**src/rtl/dll_pkg.sv**
```systemverilog
// Shared definitions for the FMDLL delay-code controller: FSM state encoding
// and default code geometry.
package dll_pkg;

  typedef enum logic [1:0] {
    ST_IDLE,
    ST_SEARCH,
    ST_TRACK,
    ST_HOLD
  } dll_state_e;

  localparam int DLL_WIDTH_DEF  = 10;
  localparam int DLL_COARSE_DEF = 4;

endpackage

```
**src/rtl/dll_therm_decode.sv**
```systemverilog
// Binary-to-thermometer decoder for the coarse delay cells: therm[k] = 1 for k < bin.
module dll_therm_decode #(
  parameter int COARSE_BITS = 4
) (
  input  logic [COARSE_BITS-1:0]      bin,
  output logic [(1<<COARSE_BITS)-1:0] therm
);

  localparam int unsigned N = 1 << COARSE_BITS;

  for (genvar k = 0; k < N; k++) begin : g_therm
    assign therm[k] = (bin > COARSE_BITS'(k));
  end

endmodule

```
**src/rtl/dll_sar_track_ctrl.sv**
```systemverilog
// SAR delay-code acquisition with optional filtered +/-1 tracking.
// Tracking is built only when DLL_TRACK_EN is defined; otherwise the search ends in HOLD.
module dll_sar_track_ctrl
  import dll_pkg::*;
#(
  parameter int WIDTH       = DLL_WIDTH_DEF,
  parameter int COARSE_BITS = DLL_COARSE_DEF,
  parameter int FILTER      = 4,
  parameter int LOCK_WIN    = 8
) (
  input  logic                        clk_ext,
  input  logic                        rst,
  input  logic                        start,
  input  logic                        comp_valid,
  input  logic                        comp,
  output logic [WIDTH-1:0]            code,
  output logic [(1<<COARSE_BITS)-1:0] therm,
  output logic                        busy,
  output logic                        done,
  output logic                        locked,
  output logic                        sat
);

  localparam int IW = $clog2(WIDTH);
  localparam logic [IW-1:0]    IDX_TOP  = IW'(WIDTH - 1);
  localparam logic [WIDTH-1:0] CODE_MSB = {1'b1, {(WIDTH-1){1'b0}}};

  if (WIDTH < 4 || COARSE_BITS < 1 || COARSE_BITS > WIDTH - 1 || FILTER < 1 || LOCK_WIN < 0)
  begin : g_param_check
    $error("dll_sar_track_ctrl: illegal parameter set");
  end

  dll_state_e       state_q, state_d;
  logic [WIDTH-1:0] code_q, code_d;
  logic [IW-1:0]    idx_q, idx_d;
  logic             busy_q, busy_d;
  logic             done_q, done_d;
  logic             lockf_q, lockf_d;
  logic             restart;

`ifdef DLL_TRACK_EN
  localparam int FW = $clog2(FILTER + 1) + 1;
  localparam logic signed [FW-1:0] FILT_POS = FW'(FILTER);
  localparam logic signed [FW-1:0] FILT_NEG = -FILT_POS;

  logic signed [FW-1:0] filt_q, filt_d, filt_nxt;
  logic [WIDTH-1:0]     ref_q, ref_d;
  logic                 sat_q, sat_d;
  logic signed [WIDTH:0] diff;
  logic [WIDTH:0]       diff_abs;
  logic                 in_win;

  // Extra sign bit keeps code - lock_ref from wrapping near the code bounds.
  always_comb begin
    diff     = $signed({1'b0, code_q}) - $signed({1'b0, ref_q});
    diff_abs = diff[WIDTH] ? (WIDTH+1)'(-diff) : diff;
    in_win   = (32'(diff_abs) <= 32'(LOCK_WIN));
    filt_nxt = comp ? filt_q + FW'(1) : filt_q - FW'(1);
  end
`endif

  assign restart = start && (state_q != ST_SEARCH);

  always_comb begin
    state_d = state_q;
    code_d  = code_q;
    idx_d   = idx_q;
    busy_d  = busy_q;
    done_d  = 1'b0;
    lockf_d = lockf_q;
`ifdef DLL_TRACK_EN
    filt_d  = filt_q;
    ref_d   = ref_q;
    sat_d   = 1'b0;
`endif
    if (restart) begin
      // start outranks a coincident comp_valid outside SEARCH
      state_d = ST_SEARCH;
      code_d  = CODE_MSB;
      idx_d   = IDX_TOP;
      busy_d  = 1'b1;
      lockf_d = 1'b0;
`ifdef DLL_TRACK_EN
      filt_d  = '0;
`endif
    end else begin
      case (state_q)
        ST_SEARCH: begin
          if (comp_valid) begin
            if (!comp) code_d[idx_q] = 1'b0;
            if (idx_q != '0) begin
              code_d[idx_q - 1'b1] = 1'b1;
              idx_d = idx_q - 1'b1;
            end else begin
              done_d  = 1'b1;
              busy_d  = 1'b0;
              lockf_d = 1'b1;
`ifdef DLL_TRACK_EN
              ref_d   = code_d;
              filt_d  = '0;
              state_d = ST_TRACK;
`else
              state_d = ST_HOLD;
`endif
            end
          end
        end
`ifdef DLL_TRACK_EN
        ST_TRACK: begin
          if (comp_valid) begin
            if (filt_nxt == FILT_POS) begin
              filt_d = '0;
              if (code_q == '1) sat_d = 1'b1;
              else              code_d = code_q + 1'b1;
            end else if (filt_nxt == FILT_NEG) begin
              filt_d = '0;
              if (code_q == '0) sat_d = 1'b1;
              else              code_d = code_q - 1'b1;
            end else begin
              filt_d = filt_nxt;
            end
          end
        end
`endif
        ST_HOLD: ;
        ST_IDLE: ;
        default: state_d = ST_IDLE;
      endcase
    end
  end

  always_ff @(posedge clk_ext or posedge rst) begin
    if (rst) begin
      state_q <= ST_IDLE;
      code_q  <= '0;
      idx_q   <= IDX_TOP;
      busy_q  <= 1'b0;
      done_q  <= 1'b0;
      lockf_q <= 1'b0;
`ifdef DLL_TRACK_EN
      filt_q  <= '0;
      ref_q   <= '0;
      sat_q   <= 1'b0;
`endif
    end else begin
      state_q <= state_d;
      code_q  <= code_d;
      idx_q   <= idx_d;
      busy_q  <= busy_d;
      done_q  <= done_d;
      lockf_q <= lockf_d;
`ifdef DLL_TRACK_EN
      filt_q  <= filt_d;
      ref_q   <= ref_d;
      sat_q   <= sat_d;
`endif
    end
  end

  dll_therm_decode #(.COARSE_BITS(COARSE_BITS)) u_therm (
    .bin   (code_q[WIDTH-1 -: COARSE_BITS]),
    .therm (therm)
  );

  assign code = code_q;
  assign busy = busy_q;
  assign done = done_q;
`ifdef DLL_TRACK_EN
  assign sat    = sat_q;
  assign locked = (state_q == ST_TRACK) ? in_win : lockf_q;
`else
  assign sat    = 1'b0;
  assign locked = lockf_q;
`endif

endmodule
```
**config.mk**
```make
export PLATFORM = sky130hd
export DESIGN_NAME = dll_sar_track_ctrl
export DESIGN_NICKNAME = d
export VERILOG_FILES = /design/src/rtl/dll_pkg.sv /design/src/rtl/dll_therm_decode.sv /design/src/rtl/dll_sar_track_ctrl.sv
export SDC_FILE = /design/constraint.sdc
export NUM_CORES = 1
export LEC_CHECK = 0
export BUFFER_PORTS_ARGS = -buffer_cell sky130_fd_sc_hd__buf_2
export CAP_MARGIN = 10
export CORE_AREA = 2 2 67 69
export CTS_CLUSTER_DIAMETER = 120
export DETAILED_ROUTE_END_ITERATION = 16
export DIE_AREA = 0 0 69 71
export PLACE_DENSITY = 0.58
export RECOVER_POWER = 100
export REMOVE_ABC_BUFFERS = 1
export SLEW_MARGIN = 5
export SYNTH_ARGS = -nofsm -noshare
export SYNTH_HDL_FRONTEND = slang
export SYNTH_SLANG_ARGS = --single-unit
```
**constraint.sdc**
```tcl
create_clock -name clk_ext -period 4.7 [get_ports clk_ext]
set_input_delay 0.235 -clock clk_ext [delete_from_list [all_inputs] [get_ports clk_ext]]
set_output_delay 0.235 -clock clk_ext [all_outputs]
set_load 0.1 [all_outputs]
```
; ---- After elaboration in Yosys (flattened, before gate mapping)
; Index checks and enable logic that the tools add are counted.
; Widths: inputs -> output; s select.
[word_totals]
ff_bits = 19
inputBits = 5
output_inout_bits = 30
[op_classes]
n_addsub = 1
n_lt_le_gt_ge = 20
n_eq_ne = 7
mux = 32
bitwise_logic = 3
n_reduce_logical = 13
[op_table]
columns = op, count
row1 = $mux 10, 8
row2 = $gt 4x4->1 const B, 8
row3 = $gt 4x3->1 const B, 4
row4 = $mux 4, 4
row5 = $mux 1, 14
row6 = $and 10x10->10, 1
row7 = $lt 4x5->1 const B, 2
row8 = $not 10->10, 1
row9 = $or 10x10->10, 1
row10 = $reduce_and 3->1, 3
row11 = $demux 1 s4, 2
row12 = $ge 4x1->1 const B, 2
row13 = $gt 4x1->1 const B, 2
row14 = $gt 4x2->1 const B, 2
row15 = $mux 2, 3
row16 = $ne 3x3->1 const B, 2
row17 = $reduce_bool 2->1, 3
row18 = $ne 2x1->1 const B, 2
row19 = $pmux 2 s2, 1
row20 = $reduce_bool 4->1, 1
row21 = $sub 4x1->4 const B, 1
row22 = $logic_and 1x1->1, 3
row23 = $eq 2x1->1 const B, 1
row24 = $eq 2x2->1 const B, 1
row25 = other kinds (4), 4

; ---- Longest topological paths before layout
[logic_depth]
word_depth = 15
depth_mapped = 7
mapped_depth_nobuf = 6

; ---- Cells and area by module
; From an unflattened synthesis, not the netlist that was laid out.
[unflattened]
cells_unflattened = 145
hier_area_um2 = 1266.2
[modules_own_cells]
columns = module, n_inst, cells_each, area_each_um2, seq_area_each_um2
row1 = dll_sar_track_ctrl, 1, 119, 1114.8, 478.0
row2 = dll_therm_decode, 1, 26, 151.4, 0.0

; ---- Worst setup path before layout
; OpenSTA, ideal clock, no wires.
[synth_timing]
path_kind = register to output
from = reg code_q[9] (netlist: code[9])
to = out therm[10]
arrival_ns = 2.874
required_time_ns = 4.465
slack_ns = 1.591
stages_incl_launch_ff = 4
path_buffers = 1
path_cell_list = dfrtp_1 > clkbuf_1 > o21a_1 > o21a_1
[synth_via]
elab_chain_cells = 1
[synth_lines]
columns = element, line
row1 = from (decl), dll_sar_track_ctrl.sv:34  ; logic [WIDTH-1:0] code_q, code_d;
row2 = from (signal assigned), dll_sar_track_ctrl.sv:147  ; code_q <= code_d;
row3 = $gt 4x4->1, dll_therm_decode.sv:12  ; assign therm[k] = (bin > COARSE_BITS'(k));
row4 = to (decl), dll_sar_track_ctrl.sv:17  ; output logic [(1<<COARSE_BITS)-1:0] therm,
; No other way between the ends.

; ---- Worst setup path in the final report
[layout_timing]
from = reg code_q[7] (netlist: code[7])
to = out therm[10]
; The elaborated chain is that of the path after synthesis.

==> flow_summary.toml <==
[outcome]
status = "completed"

[grt]
grt_overflow_total = 0
antenna_found_initial = 0
grt.total_usage = 0.1140
grt_pass1_vias = 919
grt_max_degree = 20
grt_pass1_wl_mm = 4.588

[setup_path]
r2r-start = "idx_q[0]"
reg2reg_to = "code[8]"
arrival_ns = 1.98
critPathMaxFanout = 11
rr_worst_depth = 5
end_kind = "primary output"
r2r_slack_ns = 2.55
cp-startpoint = "code[7]"
cp-start-kind = "flip-flop"
critPathKind = "reg -> out"
worstPathRequired_ns = 4.47

[clock_network]
post_cts_buffers = 0
clockRootBuffer = "clkbuf_8"
cts_made_buffers = 3
cts_tree = "done"
clkSlewWorstSetupHoldPaths_ns = 0.07
clock_latency_ns = 0.26
cts.path.max_buffers = 2
cts-resized-gates = 0
numClockSinks = 19
htree_levels = 1
cts_hold_buf = 0

[detailed_routing]
via_per_inst = 4.927
wirelength_mm = 2.808
wire_per_inst_um = 12.88
drc = 0
ant_nets = 0
drtIter0Drc = 64
drtPass1Iterations = 4
vias = 1074

[logic_synthesis]
synthXorXnorAreaFrac = 0
synthAdderAreaFrac = 0.07179
synth-edff-count = 0
yosysTopAreaCellShare = 0.3487
ys_types = 43
syn_area_um2 = 1220
yosysTopAreaCell = "dfrtp_1"
synth_compound_area_frac = 0.2236
synth_area_leaders = "dfrtp_1 (35%), ha_1 (7.2%), nand2_1 (5.8%), o21ai_0 (4.9%), dfstp_2 (4.3%)"
syn_inst = 139
async_flop_share = 1.000
synthFlopType = "dfrtp_1"
synthSimpleGateAreaFrac = 0.2133
avgSynthCellArea_um2 = 8.776
seq_area_frac_synth = 0.3918
synth_mux_area_frac = 0.01744
ys_seq_elements = 19
ys_warn_count = 0
synth_top_family_by_area = "compound AO/OA/AOI/OAI gates"

[floorplan]
ioPinCount = 35
start_util = 0.2902
core-area_um2 = 4204
die-height_um = 71
die_w_um = 69
row_count = 24
die_area_um2 = 4899

[layout]
seq_area_um2 = 478.0
n_fill_cell = 477
multi_input_area_um2 = 623.1
diodes = 0
drive_above_1_share = 0.06627
fin_nets = 179
post-route-util = 0.3268
syn2layout_area_growth_pct = 12.62

[timing]
rsz0062_at_grt = "false"
timing.max_slew.rel_slack = 0.2154
tightestPinTransition_ns = 1.182
setup_violations = 0
skew_ns = 0.002624
min_period_ns = 2.212
hold_violations = 0
fin_tns_setup_ns = 0
clock.fmax_mhz = 452.0
fin_crit_sh = 0.4707
slew_violations = 0

[placed_design]
globalplace.congestion = 0.8695
io_buffers = 32
dp.final_hpwl_mm = 2.126

[worst_hold_path]
min_path_type = "in -> async"

[job]
maxCapViolCount = 0
[state kept, by name, summed over array words and instances (netlist names)]
register,count
busy,1
code,10
done,1
idx_q,4
locked,1
state_q,2
[cell usage in the layout (no fill, tap or decap), types with 4 or more instances in the layout]
cell type,netlist,final
a21oi_1,3,4
buf_2,2,4
clkbuf_1,4,29
dfrtp_1,17,17
ha_1,7,7
inv_1,10,10
nand2_1,19,20
nand2b_1,3,4
nor2_1,10,10
o21ai_0,12,13
o311ai_0,4,4
[per-stage QoR]
step	instances	setup WS, ns	cell area [um^2]	hold slack, ns
after floorplan	130	1.104	1165	0.1847
after global placement	214	2.946	1390	0.4016
after detailed placement	214	2.893	1390	0.3968
after CTS	218	2.875	1435	0.1216
after global routing	218	2.342	1374	0.1624
final	218	2.488	1374	0.09671
[worst max-delay path, stage by stage, from the launching register on]
cell and delay (ns):
dfrtp_1 0.54, o21a_1 0.20, o21a_1 0.12, clkbuf_1 0.86
[cell type report]
cell class / instances / share of cell area
clock buffers: 4 / 0.03279
well taps: 52 / 0.04736
repair buffers: 32 / 0.09107
multi-input cells: 101 / 0.4536
inverters: 10 / 0.02732
flip-flops and latches: 19 / 0.3479
[cells by family (layout without fill, tap and decap cells)]
| family | Yosys count | in the layout |
|---|---|---|
| buffers and inverters | 20 | 46 |
| adders and majority gates | 7 | 7 |
| and+or+nand+nor | 50 | 50 |
| DFF | 19 | 19 |
| muxes | 2 | 2 |
| AOI/OAI and AO/OA | 40 | 40 |
| other | 1 | 2 |
[layer usage]
metal	wire length, um	vias to the layer above	GRT usage
met5	0	-	0
met4	36	0	0.04575
met3	193	5	0.01567
met2	1241	43	0.1752
met1	1337	488	0.1626
li1	-	538	-
[worst max path at each step]
stage / end / slack, ns / depth (start not counted)
finish: therm[10] / 2.49 / 3
global route: code[8] / 2.34 / 5
CTS: code[1] / 2.88 / 6
detailed placement: code[1] / 2.89 / 6
global placement: code[2] / 2.95 / 6
floorplan: therm[10] / 1.10 / 2
[Yosys cell counts, types with 2 or more instances]
master and count:
a31oi_1 3, buf_2 2, or3_1 2, dfrtp_1 17, o21ai_0 12, and2b_1 2
o211ai_1 3, dfstp_2 2, nand2b_1 3, nand2_1 19, o311ai_0 4, clkbuf_1 4
o21a_1 2, nor3_1 3, inv_1 10, buf_4 3, o21ai_1 2, or2_1 2
a21oi_1 3, nor2_1 10, ha_1 7, or2b_1 2, a22oi_1 2
Power is not shown: default switching activity piles up to over one toggle a cycle in this logic, so the estimate is an artifact.
